--- config.mk ---
export PLATFORM = sky130hd
export DESIGN_NAME = ysyx_00000000_lsu
export DESIGN_NICKNAME = d
export VERILOG_FILES = /design/src/rtl/ysyx_00000000_lsu_pkg.sv /design/src/rtl/ysyx_00000000_lsu_align.sv /design/src/rtl/ysyx_00000000_lsu.sv
export SDC_FILE = /design/constraint.sdc
export NUM_CORES = 1
export LEC_CHECK = 0
export ABC_CLOCK_PERIOD_IN_PS = 3900
export BUFFER_PORTS_ARGS = -buffer_cell sky130_fd_sc_hd__buf_2
export CAP_MARGIN = 25
export CELL_PAD_IN_SITES_DETAIL_PLACEMENT = 1
export CELL_PAD_IN_SITES_GLOBAL_PLACEMENT = 2
export CORE_MARGIN = 2
export CORE_UTILIZATION = 25
export DETAILED_ROUTE_END_ITERATION = 7
export PLACE_DENSITY_LB_ADDON = 0.15
export SLEW_MARGIN = 20
export SYNTH_ARGS = -nofsm -noshare
export SYNTH_HDL_FRONTEND = slang
export SYNTH_SLANG_ARGS = --single-unit
--- constraint.sdc ---
create_clock -name clock -period 3.9 [get_ports clock]
set_clock_uncertainty 0.15 [all_clocks]
set_input_delay 0.78 -clock clock [delete_from_list [all_inputs] [get_ports clock]]
set_output_delay 0.78 -clock clock [all_outputs]
set_load 0.05 [all_outputs]
--- src/rtl/ysyx_00000000_lsu_pkg.sv ---
// Shared encodings for the load/store unit: funct3 values, FSM states,
// bus response codes and byte-strobe base masks.
package ysyx_00000000_lsu_pkg;

  localparam int unsigned XLEN   = 32;
  localparam int unsigned STRB_W = 4;

  localparam logic [2:0] F3_LB  = 3'b000;
  localparam logic [2:0] F3_LH  = 3'b001;
  localparam logic [2:0] F3_LW  = 3'b010;
  localparam logic [2:0] F3_LBU = 3'b100;
  localparam logic [2:0] F3_LHU = 3'b101;
  localparam logic [2:0] F3_SB  = 3'b000;
  localparam logic [2:0] F3_SH  = 3'b001;
  localparam logic [2:0] F3_SW  = 3'b010;

  localparam logic [1:0] AXI_OKAY = 2'b00;

  localparam logic [STRB_W-1:0] STRB_BYTE = 4'b0001;
  localparam logic [STRB_W-1:0] STRB_HALF = 4'b0011;
  localparam logic [STRB_W-1:0] STRB_WORD = 4'b1111;

  typedef enum logic [2:0] {
    S_IDLE,
    S_RADDR,
    S_RDATA,
    S_WREQ,
    S_WRESP,
    S_RESP
  } lsu_state_e;

  // Request fields that must outlive the accept cycle
  typedef struct packed {
    logic [2:0]      funct3;
    logic [XLEN-1:0] addr;
  } lsu_req_t;

  function automatic logic funct3_illegal(input logic wen, input logic [2:0] f3);
    if (wen) return f3[2] | (f3[1:0] == 2'b11);
    return (f3 == 3'b011) | (f3 == 3'b110) | (f3 == 3'b111);
  endfunction

endpackage

--- src/rtl/ysyx_00000000_lsu_align.sv ---
// Byte-lane alignment: store data/strobe shifting, load extraction with
// sign/zero extension, and misalignment detection.
module ysyx_00000000_lsu_align
  import ysyx_00000000_lsu_pkg::*;
(
  input  logic [2:0]        funct3,
  input  logic [1:0]        addr_lo,
  input  logic [XLEN-1:0]   wdata,
  input  logic [XLEN-1:0]   rdata,
  output logic [XLEN-1:0]   wdata_c,
  output logic [STRB_W-1:0] wstrb_c,
  output logic [XLEN-1:0]   rdata_ext_c,
  output logic              misalign_c
);

  logic [4:0]        shamt;
  logic [XLEN-1:0]   rshift;
  logic [STRB_W-1:0] strb_base;

  always_comb begin
    shamt     = {addr_lo, 3'b000};
    wdata_c   = wdata << shamt;
    rshift    = rdata >> shamt;
    strb_base = '0;
    case (funct3[1:0])
      2'b00:   strb_base = STRB_BYTE;
      2'b01:   strb_base = STRB_HALF;
      2'b10:   strb_base = STRB_WORD;
      default: strb_base = '0;
    endcase
    wstrb_c    = strb_base << addr_lo;
    misalign_c = ((funct3[1:0] == 2'b01) & addr_lo[0]) |
                 ((funct3[1:0] == 2'b10) & (addr_lo != 2'b00));
    rdata_ext_c = '0;
    case (funct3)
      F3_LB:   rdata_ext_c = {{24{rshift[7]}}, rshift[7:0]};
      F3_LH:   rdata_ext_c = {{16{rshift[15]}}, rshift[15:0]};
      F3_LW:   rdata_ext_c = rshift;
      F3_LBU:  rdata_ext_c = {24'd0, rshift[7:0]};
      F3_LHU:  rdata_ext_c = {16'd0, rshift[15:0]};
      default: rdata_ext_c = '0;
    endcase
  end

endmodule

--- src/rtl/ysyx_00000000_lsu.sv ---
// Load/store unit front-end: one request at a time from EXU, issued on the
// narrow AXI-style read or write channels, result returned to WBU.
module ysyx_00000000_lsu
  import ysyx_00000000_lsu_pkg::*;
#(
  parameter int unsigned TAG_W = 5
) (
  input  logic              clock,
  input  logic              reset,
  input  logic              req_valid,
  output logic              req_ready,
  input  logic              req_wen,
  input  logic [2:0]        req_funct3,
  input  logic [XLEN-1:0]   req_addr,
  input  logic [XLEN-1:0]   req_wdata,
  input  logic [TAG_W-1:0]  req_tag,
  output logic              resp_valid,
  input  logic              resp_ready,
  output logic [XLEN-1:0]   resp_rdata,
  output logic [TAG_W-1:0]  resp_tag,
  output logic              resp_err,
  output logic              exu_arvalid,
  input  logic              exu_arready,
  output logic [XLEN-1:0]   exu_araddr,
  output logic [2:0]        exu_arsize,
  input  logic              lsu_rvalid,
  output logic              lsu_rready,
  input  logic [XLEN-1:0]   lsu_rdata,
  input  logic [1:0]        lsu_rresp,
  output logic              exu_awvalid,
  input  logic              exu_awready,
  output logic [XLEN-1:0]   exu_awaddr,
  output logic              exu_wvalid,
  input  logic              exu_wready,
  output logic [XLEN-1:0]   exu_wdata,
  output logic [STRB_W-1:0] exu_wstrb,
  input  logic              lsu_bvalid,
  output logic              lsu_bready,
  input  logic [1:0]        lsu_bresp
);

  lsu_state_e        state_q, state_d;
  lsu_req_t          req_q;
  logic              accept_c;
  logic              pre_err_c;
  logic [2:0]        al_funct3;
  logic [1:0]        al_addr_lo;
  logic [XLEN-1:0]   al_wdata;
  logic [STRB_W-1:0] al_wstrb;
  logic [XLEN-1:0]   al_rdata_ext;
  logic              al_misalign;

  // In IDLE the aligner looks at the incoming request; afterwards at the captured one
  assign al_funct3  = (state_q == S_IDLE) ? req_funct3     : req_q.funct3;
  assign al_addr_lo = (state_q == S_IDLE) ? req_addr[1:0]  : req_q.addr[1:0];

  ysyx_00000000_lsu_align u_align (
    .funct3      (al_funct3),
    .addr_lo     (al_addr_lo),
    .wdata       (req_wdata),
    .rdata       (lsu_rdata),
    .wdata_c     (al_wdata),
    .wstrb_c     (al_wstrb),
    .rdata_ext_c (al_rdata_ext),
    .misalign_c  (al_misalign)
  );

  always_ff @(posedge clock) begin
    if (reset) state_q <= S_IDLE;
    else       state_q <= state_d;
  end

  always_comb begin
    state_d   = state_q;
    accept_c  = 1'b0;
    pre_err_c = funct3_illegal(req_wen, req_funct3) | al_misalign;
    case (state_q)
      S_IDLE: begin
        if (req_valid) begin
          accept_c = 1'b1;
          if (pre_err_c)    state_d = S_RESP;
          else if (req_wen) state_d = S_WREQ;
          else              state_d = S_RADDR;
        end
      end
      S_RADDR: if (exu_arready)               state_d = S_RDATA;
      S_RDATA: if (lsu_rvalid)                state_d = S_RESP;
      S_WREQ:  if (exu_awready && exu_wready) state_d = S_WRESP;
      S_WRESP: if (lsu_bvalid)                state_d = S_RESP;
      S_RESP:  if (resp_ready)                state_d = S_IDLE;
      default: state_d = S_IDLE;
    endcase
  end

  // Handshake outputs are registered copies of the next-state decode
  always_ff @(posedge clock) begin
    if (reset) begin
      req_ready   <= 1'b1;
      exu_arvalid <= 1'b0;
      lsu_rready  <= 1'b0;
      exu_awvalid <= 1'b0;
      exu_wvalid  <= 1'b0;
      lsu_bready  <= 1'b0;
      resp_valid  <= 1'b0;
      req_q       <= '0;
      exu_wdata   <= '0;
      exu_wstrb   <= '0;
      resp_rdata  <= '0;
      resp_tag    <= '0;
      resp_err    <= 1'b0;
    end else begin
      req_ready   <= (state_d == S_IDLE);
      exu_arvalid <= (state_d == S_RADDR);
      lsu_rready  <= (state_d == S_RDATA);
      exu_awvalid <= (state_d == S_WREQ);
      exu_wvalid  <= (state_d == S_WREQ);
      lsu_bready  <= (state_d == S_WRESP);
      resp_valid  <= (state_d == S_RESP);
      if (accept_c) begin
        req_q.funct3 <= req_funct3;
        req_q.addr   <= req_addr;
        exu_wdata    <= al_wdata;
        exu_wstrb    <= al_wstrb;
        resp_tag     <= req_tag;
        resp_rdata   <= '0;
        resp_err     <= pre_err_c;
      end
      if ((state_q == S_RDATA) && lsu_rvalid) begin
        resp_err   <= (lsu_rresp != AXI_OKAY);
        resp_rdata <= (lsu_rresp == AXI_OKAY) ? al_rdata_ext : '0;
      end
      if ((state_q == S_WRESP) && lsu_bvalid) begin
        resp_err   <= (lsu_bresp != AXI_OKAY);
        resp_rdata <= '0;
      end
    end
  end

  assign exu_araddr = req_q.addr;
  assign exu_awaddr = req_q.addr;
  assign exu_arsize = {1'b0, req_q.funct3[1:0]};

endmodule

**Word level (Yosys, flattened, before mapping)**

Index checks and enable logic that the tools add are counted.

- Register bits after elaboration: 118
- Input bits: 118
- Output and inout bits: 148
- Logic and storage cells: 82

- Eq/ne operators: 20
- Shift operators: 3
- Muxes and demuxes: 24
- Bitwise operators: 7
- Reductions and logical operators: 14

Operators by type and width:

| operator | number |
|---|---|
| 32-bit one-hot mux with 5 select lines | 1 |
| 32-bit two-way mux | 3 |
| 32-bit by 5-bit << shifter with 32-bit output | 1 |
| 32-bit by 5-bit right shift with 32-bit output | 1 |
| 3-bit == test, second input constant | 8 |
| 3-bit two-way mux | 8 |
| 3-bit by 2-bit == test with 1-bit output, second input constant | 6 |
| 3-bit one-hot mux with 6 select lines | 1 |
| 4-bit one-hot mux with 3 select lines | 1 |
| 3-bit by 1-bit == test with 1-bit output, second input constant | 3 |
| 3-bit logical NOT | 3 |
| 1-bit two-way mux | 8 |
| 2-bit nonzero test | 4 |
| 1-bit OR | 5 |
| 2-bit == test, second input constant | 2 |
| 2-bit logical NOT | 2 |
| 2-bit two-way mux | 2 |
| 4-bit by 2-bit << shifter with 4-bit output | 1 |
| 1-bit logical AND | 3 |
| 3-bit nonzero test | 1 |
| 1-bit AND | 2 |
| 2-bit by 1-bit == test with 1-bit output, second input constant | 1 |
| 2-bit OR reduction | 1 |

**Longest topological paths before layout**

- Depth after elaboration: 10
- Depth in mapped cells: 11
- Depth with buffers taken out: 8

**Hierarchy**

From an unflattened synthesis, not the netlist that was laid out.

- Cell total of the unflattened synthesis: 782
- Area, all modules: 6252.2 µm²

By module, submodules not included:

| module | times used | cells each | area an instance (µm²) | seq. area each (µm²) |
|---|---|---|---|---|
| ysyx_00000000_lsu | 1 | 568 | 4750.8 | 2362.3 |
| ysyx_00000000_lsu_align | 1 | 214 | 1501.4 | 0.0 |

**Worst setup path before layout**

No wires, ideal clock.

- Path type: register to register
- Start: reg state_q[0]
- End: reg resp_rdata[10]
- Library setup time: 0.070 ns
- Arrival: 2.673 ns
- Required time: 3.680 ns
- Path slack: 1.007 ns
- Stages on the path, launching flop included: 11
- Path buffers: 2
- Period minus slack after synthesis: 2.893 ns
- Path through: dfxtp_1 buf_4 buf_2 nor3_1 mux2_2 inv_1 ha_1 a311oi_1 nor4_1 o21ai_0 a21oi_1

- Longest elaborated chain between the ends: 6
- Elaborated cells between the ends (all ways): 19
- Those cells by class: eq/ne: 6; shift: 1; mux: 6; reduce/logical: 6

Ends and longest elaborated chain:

| what | line | RTL |
|---|---|---|
| from (decl) | ysyx_00000000_lsu.sv:42 | `lsu_state_e state_q, state_d;` |
| from (signal assigned) | ysyx_00000000_lsu.sv:70 | `else state_q <= state_d;` |
| 3-bit logical NOT | ysyx_00000000_lsu.sv:54, ysyx_00000000_lsu.sv:55, ysyx_00000000_lsu.sv:77 |  |
| 2-bit two-way mux / 3-bit two-way mux (equally long branches) | ysyx_00000000_lsu.sv:55, ysyx_00000000_lsu.sv:54 |  |
| 32-bit by 5-bit right shift with 32-bit output, or another cell as far along | ysyx_00000000_lsu_align.sv:23 | `rshift = rdata >> shamt;` |
| 32-bit one-hot mux with 5 select lines | ysyx_00000000_lsu_align.sv:35 | `case (funct3)` |
| 32-bit two-way mux | ysyx_00000000_lsu.sv:130 | `resp_rdata <= (lsu_rresp == AXI_OKAY) ? al_rdata_ext : '0;` |
| 32-bit two-way mux | ysyx_00000000_lsu.sv:128 | `if ((state_q == S_RDATA) && lsu_rvalid) begin` |
| to (signal assigned) | ysyx_00000000_lsu.sv:130 |  |
| to (decl) | ysyx_00000000_lsu.sv:19 | `output logic [XLEN-1:0] resp_rdata,` |

Parallel ways exist; a longest one is shown, timed or not.
A chain may end at the register's enable or synchronous reset.

**Worst setup path in the final report**

- Start: reg state_q[1]
- End: reg resp_rdata[14]

Same word-level chain as after synthesis.

==> metrics.yaml <==
floorplan:
  die-area_um2: 25570
  die_w_um: 159.9
  dieHeight_um: 159.9
  start_util_pct: 25.21
  num_io_pins: 266
  core_um2: 24110
  rows: 57
logic_synthesis:
  syn_area_um2: 6076
  ys_ff_latch: 118
  synth_edf_count: 0
  syn-num-nets: 851
  synth_top_area_share_pct: 38.88
  yosysTopAreaCell: "dfxtp_1"
  ys_seq_area_share_pct: 38.88
  avgSynthCellArea_um2: 8.334
  synth_cell_types: 60
  synth-main-ff-cell: "dfxtp_1"
  synth_area_leaders: "dfxtp_1 (39%), buf_4 (8.5%), nand2_1 (7.3%)"
  ys_warn_count: 0
  async_flop_share_pct: 0
  synthCells: 729
  synthTopCellsByCount: "dfxtp_1 (118), nand2_1 (118), a21oi_1 (83)"
cells_and_area:
  syn_to_final_growth_pct: 28.91
  antenna_cells: 0
  fin_nets: 1032
  drive_gt1_share_pct: 37.42
job:
  maxCapViolations: 0
critical_path:
  worstSetupPathType: "reg2reg"
  end_kind: "flop"
  critical_path_arrival_ns: 3.39
  cp_max_fo: 5
  startpoint_type: "flop"
  required_ns: 4.09
cts:
  root_buffer: "clkbuf_16"
  cts_buffer_depth: 2
  cts_sinks: 118
  cts_tree: "done"
  htree_levels: 4
  cts_buffers: 17
  cts_resized: 0
  clk_latency_ns: 0.40
  hold_buffers: 0
  post_cts.repair.setup_buffers: 0
  clkTransAtPathRegs_ns: 0.06
detailed_routing:
  vias: 5786
  wl_um: 22030
  postRouteAntennaNets: 0
  drc_errors: 0
  wl_per_cell_um: 17.68
  drt-initial-drc-count: 218
  drtPass1Iterations: 4
  via_per_inst: 4.644
timing:
  relSlewSlack_pct: 34.47
  finalHoldViolCount: 0
  worst_slack_ns: 0.7044
  tns_ns: 0
  setup_viol: 0
  fmax_mhz: 312.9
  rsz0062_at_grt: "false"
  worst_pin_slew_ns: 0.9798
  post-route-period-util_pct: 81.94
  fin_crit_ns: 3.196
  slew_violations: 0
  fin_hold_ws_ns: 0.3019
grt:
  track_usage_pct: 17.05
  grt_overflow: 0
  grt_max_degree: 48
  antenna_found_initial: 0
  grt_first_pass_wirelength_um: 34290
  grt_pass1_vias: 6028
placed_design:
  dp_hpwl_um: 16330
  numPortBuffers: 264
  gp_congestion: 0.7306
  pre_cts_ws_ns: 0.6645
run_status:
  status: "finished clean"
min_path:
  hold_path.class: "reg2reg"
power:
  ir_worst_vdd_uv: 241.4
  leakage_nw: 3.695
  powerDensity_nw_per_um2: 685.6
## where the power goes
group          switching, W  internal [W]  leakage [nW]  total, W
combinational       0.00159      0.000619          2.44   0.00221
clock              0.000595       0.00112         0.297   0.00171
sequential        0.0000889       0.00136         0.962   0.00145
## layout by cell type (no fill, tap or decap), drive strengths merged, types with 11 or more instances in the layout
cell type | synthesis | final
mux2i | 19 | 19
nor3 | 25 | 25
and3 | 16 | 16
nor2 | 32 | 32
nand2 | 119 | 119
a211oi | 13 | 13
mux2 | 19 | 19
nor2b | 11 | 11
nand3 | 15 | 15
o21ai | 35 | 35
dfxtp | 118 | 118
buf | 88 | 280
clkbuf | 30 | 20
a21oi | 83 | 83
## state kept, by name (all words and copies together) (netlist names)
| register | count |
|---|---|
| state_q | 3 |
| exu_wdata | 32 |
| resp_tag | 5 |
| resp_err | 1 |
| lsu_rready | 1 |
| req_q | 1 |
| req_ready | 1 |
| lsu_bready | 1 |
| exu_wstrb | 4 |
| exu_arvalid | 1 |
| resp_rdata | 32 |
| exu_araddr | 32 |
| exu_wvalid | 1 |
| resp_valid | 1 |
| exu_arsize | 2 |
## per-layer routing
layer / up-vias / GRT usage, % / share of wire, %
met5: - / 0 / 0
met4: 0 / 4.136 / 0.90
met3: 13 / 5.532 / 6.7
met2: 146 / 27.98 / 47
met1: 2756 / 21.76 / 46
li1: 2871 / - / -
## final cells by class
type / count / area [um2]
Inverter: 4 / 15.01
Clock inverter: 11 / 171.4
Fill cell: 2961 / 16270
Multi-Input combinational cell: 489 / 2965
Timing Repair Buffer: 280 / 1446
Tap cell: 324 / 405.4
Sequential cell: 118 / 2362
Clock buffer: 20 / 466.7
## kinds of logic after synthesis
logic type | after synthesis | share of synthesized area, %
compound gates | 199 | 21.33
fa+ha+maj | 4 | 0.8238
buf+inv | 122 | 12.56
flops | 118 | 38.88
mux | 38 | 6.651
other cells | 1 | 0.06172
simple gates | 247 | 19.69
## through the flow
step | util, % | instances | cell area, um2 | total power (W)
final | 32.49 | 1246 | 7833 | 0.005370
after CTS | 32.43 | 1245 | 7818 | 0.005455
after floorplan | - | 729 | 6076 | 0.003241
after global placement | 29.76 | 1213 | 7174 | 0.003706
after global routing | 32.49 | 1246 | 7833 | 0.005681
after detailed placement | 29.78 | 1214 | 7179 | 0.003702
## critical path, stage by stage (launching register included)
cell and delay, ns:
dfxtp_1 0.31, nor3_1 0.62, mux2_2 0.45, inv_1 0.09
ha_1 0.21, nand3_1 0.12, a211oi_1 0.69, buf_2 0.28
nor3_1 0.06, a21oi_1 0.17
## worst paths after layout
check / endpoint / cells after the start / from / slack [ns]
hold reg to reg: resp_tag[3] / 2 / resp_tag[3] / 0.30
setup reg to reg: resp_rdata[14] / 9 / state_q[1] / 0.70
setup / recovery: resp_rdata[14] / 9 / state_q[1] / 0.70
hold / removal: resp_tag[3] / 2 / resp_tag[3] / 0.30
Note: power is estimated with default switching activity, not from simulation.
